`src/rtl/fetch_pkg.sv`:
```
// Shared types and constants for the instruction fetch unit and its output buffer.
package fetch_pkg;

  localparam int unsigned WORD_W        = 64;
  localparam int unsigned ADDR_W        = 64;
  localparam int unsigned DEF_MEM_DEPTH = 1024;
  localparam int unsigned DEF_BUF_DEPTH = 2;
  localparam logic [ADDR_W-1:0] DEF_RESET_PC = '0;

  typedef enum logic [1:0] {
    ST_IDLE  = 2'd0,
    ST_RUN   = 2'd1,
    ST_DRAIN = 2'd2
  } fetch_state_e;

  typedef struct packed {
    logic [ADDR_W-1:0] pc;
    logic [WORD_W-1:0] instr;
  } fetch_entry_t;

endpackage

```
`src/rtl/fetch_skid_buffer.sv`:
```
// Two-entry FIFO of {pc, instr} between the memory response and decode.
module fetch_skid_buffer
  import fetch_pkg::*;
(
  input  logic         clk_i,
  input  logic         rst_i,
  input  logic         push_i,
  input  logic         pop_i,
  input  logic         flush_i,
  input  fetch_entry_t data_i,
  output logic         valid_o,
  output fetch_entry_t head_o,
  output logic [1:0]   count_o
);

  fetch_entry_t ent0_q, ent0_d, ent1_q, ent1_d;
  logic [1:0]   count_q, count_d;

  always_comb begin
    ent0_d  = ent0_q;
    ent1_d  = ent1_q;
    count_d = count_q;
    // A flush drops everything, including a response arriving in the same cycle.
    if (flush_i) begin
      count_d = 2'd0;
    end else begin
      unique case ({push_i, pop_i})
        2'b10: begin
          if (count_q == 2'd0) ent0_d = data_i;
          else                 ent1_d = data_i;
          count_d = count_q + 2'd1;
        end
        2'b01: begin
          ent0_d  = ent1_q;
          count_d = count_q - 2'd1;
        end
        2'b11: begin
          if (count_q == 2'd2) begin
            ent0_d = ent1_q;
            ent1_d = data_i;
          end else begin
            ent0_d = data_i;
          end
        end
        default: ;
      endcase
    end
  end

  always_ff @(posedge clk_i) begin
    if (rst_i) begin
      ent0_q  <= '0;
      ent1_q  <= '0;
      count_q <= 2'd0;
    end else begin
      ent0_q  <= ent0_d;
      ent1_q  <= ent1_d;
      count_q <= count_d;
    end
  end

  assign valid_o = (count_q != 2'd0);
  assign head_o  = ent0_q;
  assign count_o = count_q;

endmodule

```
`src/rtl/instruction_fetch_unit.sv`:
```
// PC owner and read initiator for the 64-bit instruction memory; feeds decode via valid/ready.
// state | meaning: IDLE | no fetch; RUN | issuing reads; DRAIN | no issue, waiting for buffer/in-flight to empty
module instruction_fetch_unit
  import fetch_pkg::*;
#(
  parameter logic [ADDR_W-1:0] RESET_PC  = DEF_RESET_PC,
  parameter int unsigned       MEM_DEPTH = DEF_MEM_DEPTH,
  parameter int unsigned       BUF_DEPTH = DEF_BUF_DEPTH
) (
  input  logic              Clk,
  input  logic              Reset,
  input  logic              Start,
  input  logic              Stop,
  input  logic              BranchTaken,
  input  logic [ADDR_W-1:0] BranchTarget,
  output logic              MemE,
  output logic              MemRW,
  output logic [ADDR_W-1:0] MemAddress,
  output logic [WORD_W-1:0] MemDataIn,
  input  logic [WORD_W-1:0] MemDataOut,
  output logic              InstrValid,
  input  logic              InstrReady,
  output logic [WORD_W-1:0] Instr,
  output logic [ADDR_W-1:0] InstrPC,
  output logic              Busy
);

  localparam logic [ADDR_W-1:0] LAST_PC = ADDR_W'(MEM_DEPTH - 1);

  fetch_state_e      state_q, state_d;
  logic [ADDR_W-1:0] pc_q, pc_d, tag_pc_q, tag_pc_d;
  logic              inflight_q, inflight_d, squash_q, squash_d;

  logic [1:0]   count;
  logic         buf_valid;
  fetch_entry_t head;
  fetch_entry_t resp;
  logic         pop, push, flush, issue;
  logic [2:0]   occupancy;

  assign pop   = buf_valid & InstrReady;
  assign flush = BranchTaken & (state_q != ST_IDLE);
  assign push  = inflight_q & ~squash_q;
  assign resp  = '{pc: tag_pc_q, instr: MemDataOut};

  // Reserve a buffer slot for every read in flight so a response can never overflow.
  assign occupancy = {1'b0, count} + {2'b00, inflight_q} - {2'b00, pop};
  assign issue     = (state_q == ST_RUN) & ~Stop & ~BranchTaken & (occupancy < 3'(BUF_DEPTH));

  always_comb begin
    state_d    = state_q;
    pc_d       = pc_q;
    tag_pc_d   = tag_pc_q;
    inflight_d = issue;
    squash_d   = flush & inflight_q;
    if (issue) begin
      tag_pc_d = pc_q;
      pc_d     = (pc_q == LAST_PC) ? '0 : pc_q + 1'b1;
    end
    if (BranchTaken) pc_d = BranchTarget;
    unique case (state_q)
      ST_IDLE:  if (Start && !Stop) state_d = ST_RUN;
      ST_RUN:   if (Stop) state_d = ST_DRAIN;
      ST_DRAIN: if (!inflight_q && (flush || count == {1'b0, pop})) state_d = ST_IDLE;
      default:  state_d = ST_IDLE;
    endcase
  end

  always_ff @(posedge Clk) begin
    if (Reset) begin
      state_q    <= ST_IDLE;
      pc_q       <= RESET_PC;
      tag_pc_q   <= '0;
      inflight_q <= 1'b0;
      squash_q   <= 1'b0;
    end else begin
      state_q    <= state_d;
      pc_q       <= pc_d;
      tag_pc_q   <= tag_pc_d;
      inflight_q <= inflight_d;
      squash_q   <= squash_d;
    end
  end

  fetch_skid_buffer u_buf (
    .clk_i   (Clk),
    .rst_i   (Reset),
    .push_i  (push),
    .pop_i   (pop),
    .flush_i (flush),
    .data_i  (resp),
    .valid_o (buf_valid),
    .head_o  (head),
    .count_o (count)
  );

  assign MemE       = issue & ~Reset;
  assign MemRW      = 1'b1;
  assign MemAddress = pc_q;
  assign MemDataIn  = '0;
  assign InstrValid = buf_valid;
  assign Instr      = head.instr;
  assign InstrPC    = head.pc;
  assign Busy       = (state_q != ST_IDLE);

endmodule
```
`config.mk`:
```
export PLATFORM = sky130hd
export DESIGN_NAME = instruction_fetch_unit
export DESIGN_NICKNAME = d
export VERILOG_FILES = /design/src/rtl/fetch_pkg.sv /design/src/rtl/fetch_skid_buffer.sv /design/src/rtl/instruction_fetch_unit.sv
export SDC_FILE = /design/constraint.sdc
export NUM_CORES = 1
export LEC_CHECK = 0
export CORE_ASPECT_RATIO = 1.75
export CORE_MARGIN = 2
export CORE_UTILIZATION = 65
export CTS_BUF_LIST = sky130_fd_sc_hd__clkbuf_4
export CTS_CLUSTER_SIZE = 20
export DETAILED_ROUTE_END_ITERATION = 7
export DONT_BUFFER_PORTS = 1
export HOLD_SLACK_MARGIN = 0.03
export PLACE_DENSITY_LB_ADDON = 0.2
export RECOVER_POWER = 50
export SLEW_MARGIN = 20
export SYNTH_ARGS = -nofsm -noshare
export SYNTH_HDL_FRONTEND = slang
export SYNTH_SLANG_ARGS = --single-unit
```
`constraint.sdc`:
```
create_clock -name Clk -period 5.25 [get_ports Clk]
set_input_delay 0.7875 -clock Clk [delete_from_list [all_inputs] [get_ports Clk]]
set_output_delay 0.7875 -clock Clk [all_outputs]
set_load 0.1 [all_outputs]
```
# Word level (Yosys, flattened, before mapping)
# Cells that the tools add are included.
# totals
ff_bits	390
inputBits	134
output_inout_bits	260
wordCells	74
# classes
addsub	5
order_cmp	1
eq_ne	14
muxes	14
bitwise	13
reduce_logical	17
# ops
operator	count
2-to-1 mux 128 bit	4
one-hot mux 128 bit (3 select lines)	1
one-hot mux 128 bit (2 select lines)	1
2-to-1 mux 64 bit	3
adder 64 x 1 -> 64 bit (second input constant)	1
equality test 64 x 10 -> 1 bit (second input constant)	1
nonzero test 2 bit	5
AND 1 bit	8
equality test 2 bit (second input constant)	4
inequality test 2 bit (second input constant)	4
2-to-1 mux 2 bit	3
one-hot mux 2 bit (3 select lines)	1
AND reduction 3 bit	2
inverter 1 bit	5
equality test 2 x 1 -> 1 bit (second input constant)	2
logical NOT 2 bit	2
inequality test 2 x 1 -> 1 bit (second input constant)	2
one-hot mux 2 bit (2 select lines)	1
AND reduction 4 bit	1
adder 2 x 1 -> 3 bit	1
less-than comparator 3 x 2 -> 1 bit (second input constant)	1
nonzero test 3 bit	1
subtractor 3 x 1 -> 3 bit	1
adder 2 x 1 -> 2 bit (second input constant)	1
other kinds (6)	8

# Depth between registers and ports, before layout
# Gate-level depths: netlist (run 1).
# logic_depth
ltp_word	7
mapped_depth	14
mapped_depth_nobuf	11

# Hierarchy
# Synthesis (run 1) repeated with hierarchy kept, for this count alone.
# unflattened
cells_unflattened	2249
area_unflattened_um2	18158.7
# by_module_without_submodules
mod	n_inst	cells_per_inst	area_each_um2	seq_area_each_um2
fetch_skid_buffer	1	1362	11402.2	5165.0
instruction_fetch_unit	1	887	6756.5	2642.5

# Worst setup path after synthesis (run 1)
# OpenSTA, ideal clock, no wires.
# synth_timing
path_kind	input to output
startpoint	input port InstrReady
endpoint	output port MemE
t_arrival_ns	3.195
required_time_ns	4.463
path_slack_ns	1.267
cell_stages	10
path_buffers	1
path_cell_list	o21ai_1 inv_1 ha_1 nand2b_1 fa_1 and4bb_2 and2_0 buf_2 nand3_1 inv_1
# synth_via
elab_chain_cells	5
# synth_lines
item	line	source
start: declaration	instruction_fetch_unit.sv:22	input logic InstrReady,
AND 1 bit	instruction_fetch_unit.sv:41	assign pop = buf_valid & InstrReady;
subtractor 3 x 1 -> 3 bit	instruction_fetch_unit.sv:47	assign occupancy = {1'b0, count} + {2'b00, inflight_q} - {2'b00, pop};
less-than comparator 3 x 2 -> 1 bit	instruction_fetch_unit.sv:48	assign issue = (state_q == ST_RUN) & ~Stop & ~BranchTaken & (occupancy < 3'(BUF_DEPTH));
AND 1 bit	instruction_fetch_unit.sv:48	
AND 1 bit	instruction_fetch_unit.sv:97	assign MemE = issue & ~Reset;
end: declaration	instruction_fetch_unit.sv:16	output logic MemE,
# Every way passes these cells.

# Worst setup path after layout (run 1)
# layout_timing
startpoint	register u_buf.count_q[1], in the netlist u_buf.count_o[1]
endpoint	register u_buf.ent1_q[102] (netlist name)
# layout_via
elab_chain_cells	5
word_cells_on_any_way	11
classes_between	eq/ne (5); mux (1); bitwise (1); reduce/logical (4)
# layout_lines
item	line	source
start: declaration	fetch_skid_buffer.sv:17	logic [1:0] count_q, count_d;
start signal: assignment	fetch_skid_buffer.sv:58	count_q <= count_d;
nonzero test 2 bit	fetch_skid_buffer.sv:62	assign valid_o = (count_q != 2'd0);
AND 1 bit	instruction_fetch_unit.sv:41	
equality test 2 bit	fetch_skid_buffer.sv:27	unique case ({push_i, pop_i})
inequality test 2 x 1 -> 1 bit (no source line) (tied with other cells)	--	
AND reduction 4 bit (no source line)	--	
end signal: assignment	fetch_skid_buffer.sv:57	ent1_q <= ent1_d;
end: declaration	fetch_skid_buffer.sv:16	fetch_entry_t ent0_q, ent0_d, ent1_q, ent1_d;
# Parallel ways exist; a longest one is shown, timed or not.
# A chain may end at the register's enable or synchronous reset.

==> results of run 1 <==
## routing by layer
layer  vias up  track usage, %  share of wire [%]
met4         0            22.2                6.1
met2       791            52.0                 48
met3       165            9.73                9.8
met5         -               0                  0
met1      6983            37.3                 37
li1       7137               -                  -
## critical path: cells and delay by family, from the launching register on
kind,cells,cell delay (ps)
AND/OR/NAND/NOR,3,2470
AO/OA/AOI/OAI,3,800
buffers and inverters,3,650
flip-flops,1,390
adder cells (fa/ha/maj),1,240
## registers in the layout, indices dropped and copies added, names as in the netlist
| name | flops |
|---|---|
| MemAddress | 64 |
| inflight_q | 1 |
| squash_q | 1 |
| state_q | 2 |
| tag_pc_q | 64 |
| u_buf.count_o | 2 |
| u_buf.ent1_q | 128 |
| u_buf.head_o | 128 |
## worst paths after layout
kind	endpoint	slack, ps	depth (start not counted)
max	u_buf.ent1_q[102]	560	10
min	tag_pc_q[25]	90	1
max reg2reg	u_buf.ent1_q[102]	560	10
min reg2reg	u_buf.ent1_q[89]	450	2
## final cells by class
cell class | count | area (sq um)
inverter | 22 | 82.6
antenna | 1 | 2.50
fill | 2214 | 7640
timing repair buffer | 70 | 360
clock buffer | 137 | 1030
clock inverter | 18 | 75.1
multi-input combinational | 1482 | 7940
sequential | 390 | 7810
tap | 316 | 395
## layout by cell type (no fill, tap or decap), drive strengths merged, types with 2 or more instances in the layout
cell type	Yosys	final
o21a	6	6
and2	7	7
nor4	31	31
clkbuf	112	192
and4	8	8
nand3b	5	5
nor3	154	154
nand4	28	28
a21oi	212	212
a311oi	2	2
nand2b	13	13
o22ai	12	12
buf	125	15
or3	3	3
inv	22	25
nand3	24	24
a221oi	130	130
a21o	4	4
xor2	13	13
nor2	173	173
a211oi	2	2
o2111a	2	2
o211a	14	14
and3	22	22
o21ai	39	39
clkinv	0	13
ha	5	5
clkinvlp	0	2
a32oi	4	4
a31oi	2	2
nand2	447	447
conb	2	65
xnor2	34	34
a22oi	8	8
dfxtp	390	390
## Yosys cell counts, drive strengths merged, types with 3 or more instances
cell type,instances,share of area [%]
dfxtp,390,47
xnor2,34,1.8
a21oi,212,6.3
nor3,154,4.7
and3,22,0.83
nor4,31,1.8
a21o,4,0.19
o21a,6,0.27
o21ai,39,1.2
inv,22,0.49
o22ai,12,0.48
xor2,13,0.68
a32oi,4,0.21
nand3,24,0.82
nand3b,5,0.22
clkbuf,112,2.5
nand2,447,10
and4,8,0.43
o211a,14,0.83
a22oi,8,0.36
nor2,173,3.9
buf,125,4.8
a221oi,130,6.8
and2,7,0.26
nand2b,13,0.48
nand4,28,1.3
or3,3,0.11
ha,5,0.37
## cell families (layout without fill, tap and decap cells)
logic type               Yosys count  after routing  synth area share [%]
AND/OR/NAND/NOR                  920            920                  25.2
flip-flops                       390            390                  46.5
AO/OA/AOI/OAI                    444            444                  17.4
other                              2             66                0.0447
adder cells (fa/ha/maj)            6              6                 0.492
buffers and inverters            260            247                  7.89
XOR/XNOR                          47             47                  2.45
## stage by stage
| step | instance area [sq um] | setup WS (ps) | utilization (%) | hold WS (ps) |
|---|---|---|---|---|
| 5_1_grt | 17700 | 254 | 69.8 | 37.4 |
| 3_5_place_dp | 16800 | 1010 | 66.3 | 445 |
| 3_3_place_gp | 16800 | 1120 | 66.3 | 437 |
| 6_report | 17700 | 562 | 69.8 | 89.3 |
| 4_1_cts | 17900 | 455 | 70.7 | 34.8 |
| 2_1_floorplan | 17000 | 1270 | - | 436 |
## where the power goes
part	leakage (nW)	switching (mW)	total, mW	internal, mW
clock network	0.664	1.15	2.34	1.18
registers	3.16	0.392	3.43	3.03
logic	2.27	0.616	0.737	0.120
total	6.09	2.16	6.50	4.34
==> metrics.yaml, run 1 <==
fmax_ghz: 0.213
wl_mm: 46.1
gp_congestion: 0.954
ant_nets: 0
ys_async_sr_fraction_pct: 0
antenna_found_initial: 1
drv_cap: 18
fin_tns_setup_ps: 0
avgSynthCellArea_sq_um: 8.11
die_w_um: 125
drt_iter0_drc: 1130
grtUsageTotal_pct: 32.5
cp.arrival_ps: 5360
clock_latency_ps: 790
synth_edf_count: 0
drcViolationCount: 0
critical_path.slowest_cell: "or3_1"
cts_resized: 0
vias: 15076
synthCells: 2069
crit_path_cell_trace: "o21ai_1, inv_1, ha_1, inv_1, nor2_1, a21oi_1, or3_1, buf_12, nand2_1, a21oi_1"
powerDensity_nw_per_um2: 367
num_io_pins: 394
grt_pass1_vias: 14317
min_from: "Reset"
drv_slew: 219
crit_required_ps: 5920
setup_viol: 0
ys_types: 64
dr.pass1.iters: 5
synth_warnings: 0
final_cells: 2436
final.min_clock_period_ps: 4690
die_area_sq_um: 27200
wl_per_cell_um: 18.9
grt_max_degree: 347
status: "finished with violations"
cts_setup_buffers: 0
cts_buffers: 89
critPathMaxFanout: 83
cts.sinks: 390
startpoint: "u_buf.count_o[1]"
cp-start-kind: "register"
p_leak_nw: 6.09
overflow: 0
hold_class: "in -> reg"
layout-drive-gt1-share_pct: 9.25
max_slew.worst_pin.slew_ps: 3110
slew_headroom_pct: -108
finalHoldViolCount: 0
syn_area_sq_um: 16800
dp.cells: 2280
violations: "max-capacitance violations, max-slew violations"
cts_root_buf: "clkbuf_4"
rsz0062_at_grt: "false"
core_area_sq_um: 25300
clock_path_buffers: 3
synthFlopType: "dfxtp_1"
portBuffers: 0
die-height_um: 217
path_class: "reg -> reg"
initial_utilization_pct: 66.3
hpwlAfterDp_mm: 29.7
htree_num_levels: 3
cts_tree: "built"
skew_ps: 64.9
seq_area_frac_synth_pct: 46.5
cp-end-kind: "register"
post-route-period-util_pct: 89.3
nets: 2195
avgViaCountPerCell: 6.19
regToRegStartpoint: "u_buf.count_o[1]"
syn_to_final_growth_pct: 5.38
postCtsHoldBufs: 0
placement_rows: 77
ys_seq_elements: 390
cts.clk_slew.worst_paths_ps: 70
p_total_mw: 6.50
grt_pass1_wl_mm: 72.6
irDropWorstVdd_uv: 268
crit_path_max_incr_delay_ps: 2290
Note: power is estimated with default switching activity, not from simulation.
==> run 2, diff against run 1 <==
ABC_AREA = 1   (was not set)
CELL_PAD_IN_SITES_DETAIL_PLACEMENT = 0   (was not set)
CELL_PAD_IN_SITES_GLOBAL_PLACEMENT = 1   (was not set)
CORE_UTILIZATION = 51   (was 65)
==> metrics.yaml, run 2 <==
layout-drive-gt1-share_pct: 8.35  # -0.90 points
synth_area_leader_cell: "dfxtp_1"
seq_area_frac_synth_pct: 41.2  # -5.3 points
ys_async_sr_fraction_pct: 0  # unchanged
ys_seq_elements: 390  # unchanged
synth.most_common_cell: "dfxtp_1"
cts.sinks: 390  # unchanged
num_io_pins: 394  # unchanged
final.min_clock_period_ps: 4980  # +287 ps
slew_headroom_pct: -8.16  # +99 points
ys_types: 38  # -41%
overflow: 0  # unchanged
gp_congestion: 1.05  # +10%
drcViolationCount: 0  # unchanged
cts_tree: "built"
crit_required_ps: 4460  # -1460 ps
grt_pass1_vias: 17176  # +20%
irDropWorstVdd_uv: 189  # -30%
post-route-util_pct: 54.5  # -15 points
cts_setup_buffers: 0  # unchanged
finalWorstSetupSlack_ps: 275  # -287 ps
placement_rows: 93  # +21%
finalHoldViolCount: 0  # unchanged
die-height_um: 259  # +20%
vias: 18078  # +20%
ys_top_cells_by_area: "dfxtp_1 (41%), a21oi_1 (9.7%), o21ai_0 (8.8%), nand2_1 (6.4%), inv_1 (5.8%)"
drt_iter0_drc: 1309  # +16%
pre_cts_ws_ps: 1040  # +27.3 ps
synth_edf_count: 0  # unchanged
dpl-instance-area_sq_um: 19100  # +13%
path_class: "reg -> out"
dp.cells: 3013  # +32%
synth_top_area_share_pct: 41.2  # -5.3 points
cp.arrival_ps: 4190  # -1170 ps
drv_slew: 111  # -49%
grt_max_degree: 182  # -48%
clock_latency_ps: 790  # about the same
status: "finished with violations"
most-common-layout-cells: "dfxtp_1 (390), a21oi_1 (367), o21ai_0 (333)"
avgSynthCellArea_sq_um: 7.13  # -12%
clock_path_buffers: 3  # unchanged
cts_root_buf: "clkbuf_4"
final_common_cell: "dfxtp_1"
max_slew.worst_pin.slew_ps: 1620  # -1490 ps
cts.clk_slew.worst_paths_ps: 80  # about the same
design_area_sq_um: 20100  # +13%
critPathMaxFanout: 33  # -60%
fin_tns_setup_ps: 0  # unchanged
core_area_sq_um: 36800  # +45%
avgViaCountPerCell: 5.70  # -7.9%
final-seq-area_sq_um: 7810  # unchanged
setup_viol: 0  # unchanged
cts_buffers: 94  # +5.6%
cp-start-kind: "register"
post-route-period-util_pct: 94.8  # +5.5 points
nets: 2776  # +26%
initial_utilization_pct: 51.5  # -15 points
r2r_setup_slack_ps: 1060  # +500 ps
fmax_ghz: 0.201  # -5.8%
synth_warnings: 0  # unchanged
ant_nets: 0  # unchanged
synth.top_cells.by_count: "dfxtp_1 (390), a21oi_1 (368), o21ai_0 (333)"
powerDensity_nw_per_um2: 325  # -12%
drv_cap: 16  # -2
syn_area_sq_um: 18900  # +13%
htree_num_levels: 3  # unchanged
die_w_um: 150  # +19%
die_area_sq_um: 38800  # +43%
grtUsageTotal_pct: 31.5  # -1.0 points
skew_ps: 61.7  # -3.19 ps
p_leak_nw: 7.85  # +29%
dr.pass1.iters: 6  # +1
violations: "max-capacitance violations, max-slew violations"
portBuffers: 0  # unchanged
hold_class: "in -> reg"
antenna_found_initial: 1  # unchanged
syn_to_final_growth_pct: 5.85
cp-end-kind: "output pin"
grt_pass1_wl_mm: 95.3  # +31%
synthFlopType: "dfxtp_1"
synthCells: 2658  # +28%
final_cells: 3172  # +30%
multi_input_area_sq_um: 8930  # +12%
wl_mm: 63.9  # +39%
wl_per_cell_um: 20.1  # +6.4%
hpwlAfterDp_mm: 43.5  # +47%
n_fill_cell: 3797  # +71%
[run 2: changes by cell type in the layout (fill, tap and decap cells not counted), moves of 130 or more]
| cell | change |
|---|---|
| a21oi_1 | +156 |
| a221oi_1 | -130 |
| inv_1 | +271 |
| nand3_1 | +173 |
| nor3_1 | -141 |
| o21ai_0 | +299 |
[run 2: logic make-up after synthesis]
logic type	count (synthesis)	share of synthesized area, %
xor+xnor	15	0.693
compound gates	900	25.7
flops	390	41.2
fa+ha+maj	6	0.436
other cells	2	0.0396
simple gates	794	18.8
buf+inv	551	13.1
[run 2: stage by stage]
stage	hold slack (ps)	power (mW)
after floorplan	422	4.12
after global placement	431	4.21
after detailed placement	440	4.22
after CTS	30.4	6.58
after global routing	50.4	6.78
final	88.2	6.51
[run 2: repair_timing]
action,4_1_cts,5_1_grt
hold endpoints to repair,35,0
setup endpoints to repair,0,1
gates resized for setup,0,1
hold buffers,2,0
[run 2: cell type report]
cell class                      count  area share (%)
Antenna cell                        2          0.0250
Clock buffer                      128            4.79
Clock inverter                     27           0.586
Inverter                          302            5.72
Multi-Input combinational cell   1780            44.5
Sequential cell                   390            38.9
Tap cell                          475            2.96
Timing Repair Buffer               68            2.47
[run 2: power breakdown]
part / internal [mW] / switching, mW
logic: 0.133 / 0.677
registers: 3.03 / 0.323
clock network: 1.12 / 1.22
total: 4.29 / 2.22
[run 2: worst max-delay path, stage by stage (launching register included)]
cell and delay [ps]:
dfxtp_1 390, nor2_1 220, clkinv_2 400, nand2_2 340, inv_4 200, ha_1 330
inv_1 70, nand2_1 60, fa_1 490, a21boi_0 310, nand2_4 190, nor2_2 110
buf_4 290
[run 2: routing by layer]
metal / global-route usage, % / share of wire (%) / vias up
met5: 0 / 0 / -
met4: 24.9 / 8.4 / 0
met3: 6.96 / 7.0 / 194
met2: 51.7 / 48 / 722
met1: 34.9 / 37 / 8418
li1: - / - / 8744
[run 2: final timing paths]
check,start,to,cells after the start
setup / recovery,u_buf.count_o[1],MemE,12
hold / removal,Reset,MemAddress[32],1
setup reg to reg,u_buf.count_o[1],MemAddress[1],16
hold reg to reg,state_q[1],state_q[0],1
==> run 3, diff against run 2 <==
CORE_UTILIZATION = 47   (was 51)
clock period = 4.59 ns   (was 5.25 ns; I/O delays follow)
==> metrics.yaml, run 3 (synthesized netlist as in run 2, its figures left out) <==
fmax_ghz: 0.240
grtUsageTotal_pct: 31.0  # -0.52 points
vias: 18308  # +1.3%
finalHoldViolCount: 0  # unchanged
rsz0062_at_grt: "false"
cts.sinks: 390  # unchanged
timing.rr.end: "MemAddress[52]"
wl_per_cell_um: 20.4  # +1.3%
hpwlAfterDp_mm: 45.9  # +5.4%
n_fill_cell: 4167  # +9.7%
nets: 2858  # +3.0%
grt_pass1_wl_mm: 102  # +6.6%
drv_cap: 16  # unchanged
wl_mm: 67.1  # +5.0%
skew_ps: 34.8  # -26.9 ps
slew_headroom_pct: -7.65  # +0.51 points
fin_tns_setup_ps: 0  # unchanged
max_slew.worst_pin.slew_ps: 1610  # -7.69 ps
drv_slew: 105  # -5.4%
grt_pass1_vias: 17493  # +1.8%
regToRegStartpoint: "MemAddress[1]"
clock_latency_ps: 790  # about the same
final_common_cell: "dfxtp_1"
cts_buffers: 95  # +1.1%
ant_nets: 0  # unchanged
irDropWorstVdd_uv: 223  # +18%
crit_required_ps: 3900  # -560 ps
cts_setup_buffers: 0  # unchanged
min_from: "MemDataOut[16]"
portBuffers: 0  # unchanged
critPathMaxFanout: 8  # -76%
hold_class: "in -> reg"
status: "finished with violations"
die_area_sq_um: 42000  # +8.3%
cts_tree: "built"
placement_rows: 97  # +4.3%
cp-start-kind: "register"
die-height_um: 270  # +4.1%
drt_iter0_drc: 1535  # +17%
clock_path_buffers: 3  # unchanged
num_io_pins: 394  # unchanged
cp.arrival_ps: 3470  # -720 ps
p_leak_nw: 8.14  # +3.7%
overflow: 0  # unchanged
dpl-instance-area_sq_um: 19200  # +0.80%
cts_resized: 0  # unchanged
design_area_sq_um: 20900  # +4.0%
post-route-period-util_pct: 90.6
min_path_cells: 2  # +1
layout-drive-gt1-share_pct: 7.67  # -0.68 points
cp-end-kind: "output pin"
most-common-layout-cells: "dfxtp_1 (390), a21oi_1 (367), o21ai_0 (333)"
die_w_um: 156  # +4.1%
final.min_clock_period_ps: 4160
cts_root_buf: "clkbuf_4"
dr.pass1.iters: 6  # unchanged
core_area_sq_um: 39900  # +8.6%
postCtsHoldBufs: 68  # +66
r2r_setup_slack_ps: 650  # -410 ps
drcViolationCount: 0  # unchanged
violations: "max-capacitance violations, max-slew violations"
grt_max_degree: 185  # +1.6%
antenna_found_initial: 2  # +1
setup_viol: 0  # unchanged
avgViaCountPerCell: 5.57  # -2.3%
path_class: "reg -> out"
post-route-util_pct: 52.2  # -2.3 points
initial_utilization_pct: 47.4  # -4.1 points
cts.clk_slew.worst_paths_ps: 70  # about the same
syn_to_final_growth_pct: 10.1
holdPathEnd: "u_buf.ent1_q[16]"
powerDensity_nw_per_um2: 369  # +14%
ff2ff_path_depth: 10  # -6
gp_congestion: 1.09  # +4.3%
htree_num_levels: 3  # unchanged
run 3: worst max-delay path by stage:
stage	startpoint	endpoint	slack (ps)
finish	u_buf.count_o[1]	MemE	430
global route	u_buf.count_o[1]	MemE	200
CTS	u_buf.count_o[1]	MemE	490
detailed placement	InstrReady	tag_pc_q[62]	1170
global placement	InstrReady	MemE	1270
floorplan	u_buf.count_o[1]	MemE	80
run 3: power breakdown:
part	total [mW]	internal (mW)	switching [mW]	leakage [nW]
Combinational	1.02	0.184	0.841	4.27
Clock	2.88	1.44	1.44	0.709
Sequential	3.79	3.47	0.324	3.16
run 3: routing by layer:
| layer | share of wire (%) | vias up | GRT usage, % |
|---|---|---|---|
| met5 | 0 | - | 0 |
| met4 | 8.0 | 0 | 23.2 |
| li1 | - | 8923 | - |
| met3 | 6.5 | 182 | 6.41 |
| met1 | 38 | 8494 | 34.5 |
| met2 | 48 | 709 | 51.5 |
run 3: stage by stage:
step	hold WS [ps]	instances	power (mW)	setup WS, ps
global placement	439	3048	4.84	1270
global route	42.8	3287	8.03	202
floorplan	422	2721	4.71	82.2
finish	107	3287	7.69	431
detailed placement	443	3048	4.85	1170
CTS	30.6	3284	7.81	488
run 3: worst max-delay path: stages (launching register included):
cell	delay [ps]
dfxtp_1	390
nor2_1	180
clkinv_1	100
nand2_1	250
inv_4	50
ha_1	270
inv_1	70
nand2_1	60
fa_1	480
a21boi_0	320
nand2_4	160
nor2_2	180
buf_12	200
run 3: cell type report:
| class | instances | area [sq um] | share of cell area, % |
|---|---|---|---|
| Inverter | 302 | 1150 | 5.50 |
| Timing Repair Buffer | 149 | 1160 | 5.56 |
| Antenna cell | 3 | 7.51 | 0.0360 |
| Clock inverter | 30 | 153 | 0.732 |
| Multi-Input combinational cell | 1780 | 8920 | 42.8 |
| Sequential cell | 390 | 7810 | 37.4 |
| Clock buffer | 138 | 1040 | 4.97 |
| Tap cell | 495 | 619 | 2.97 |
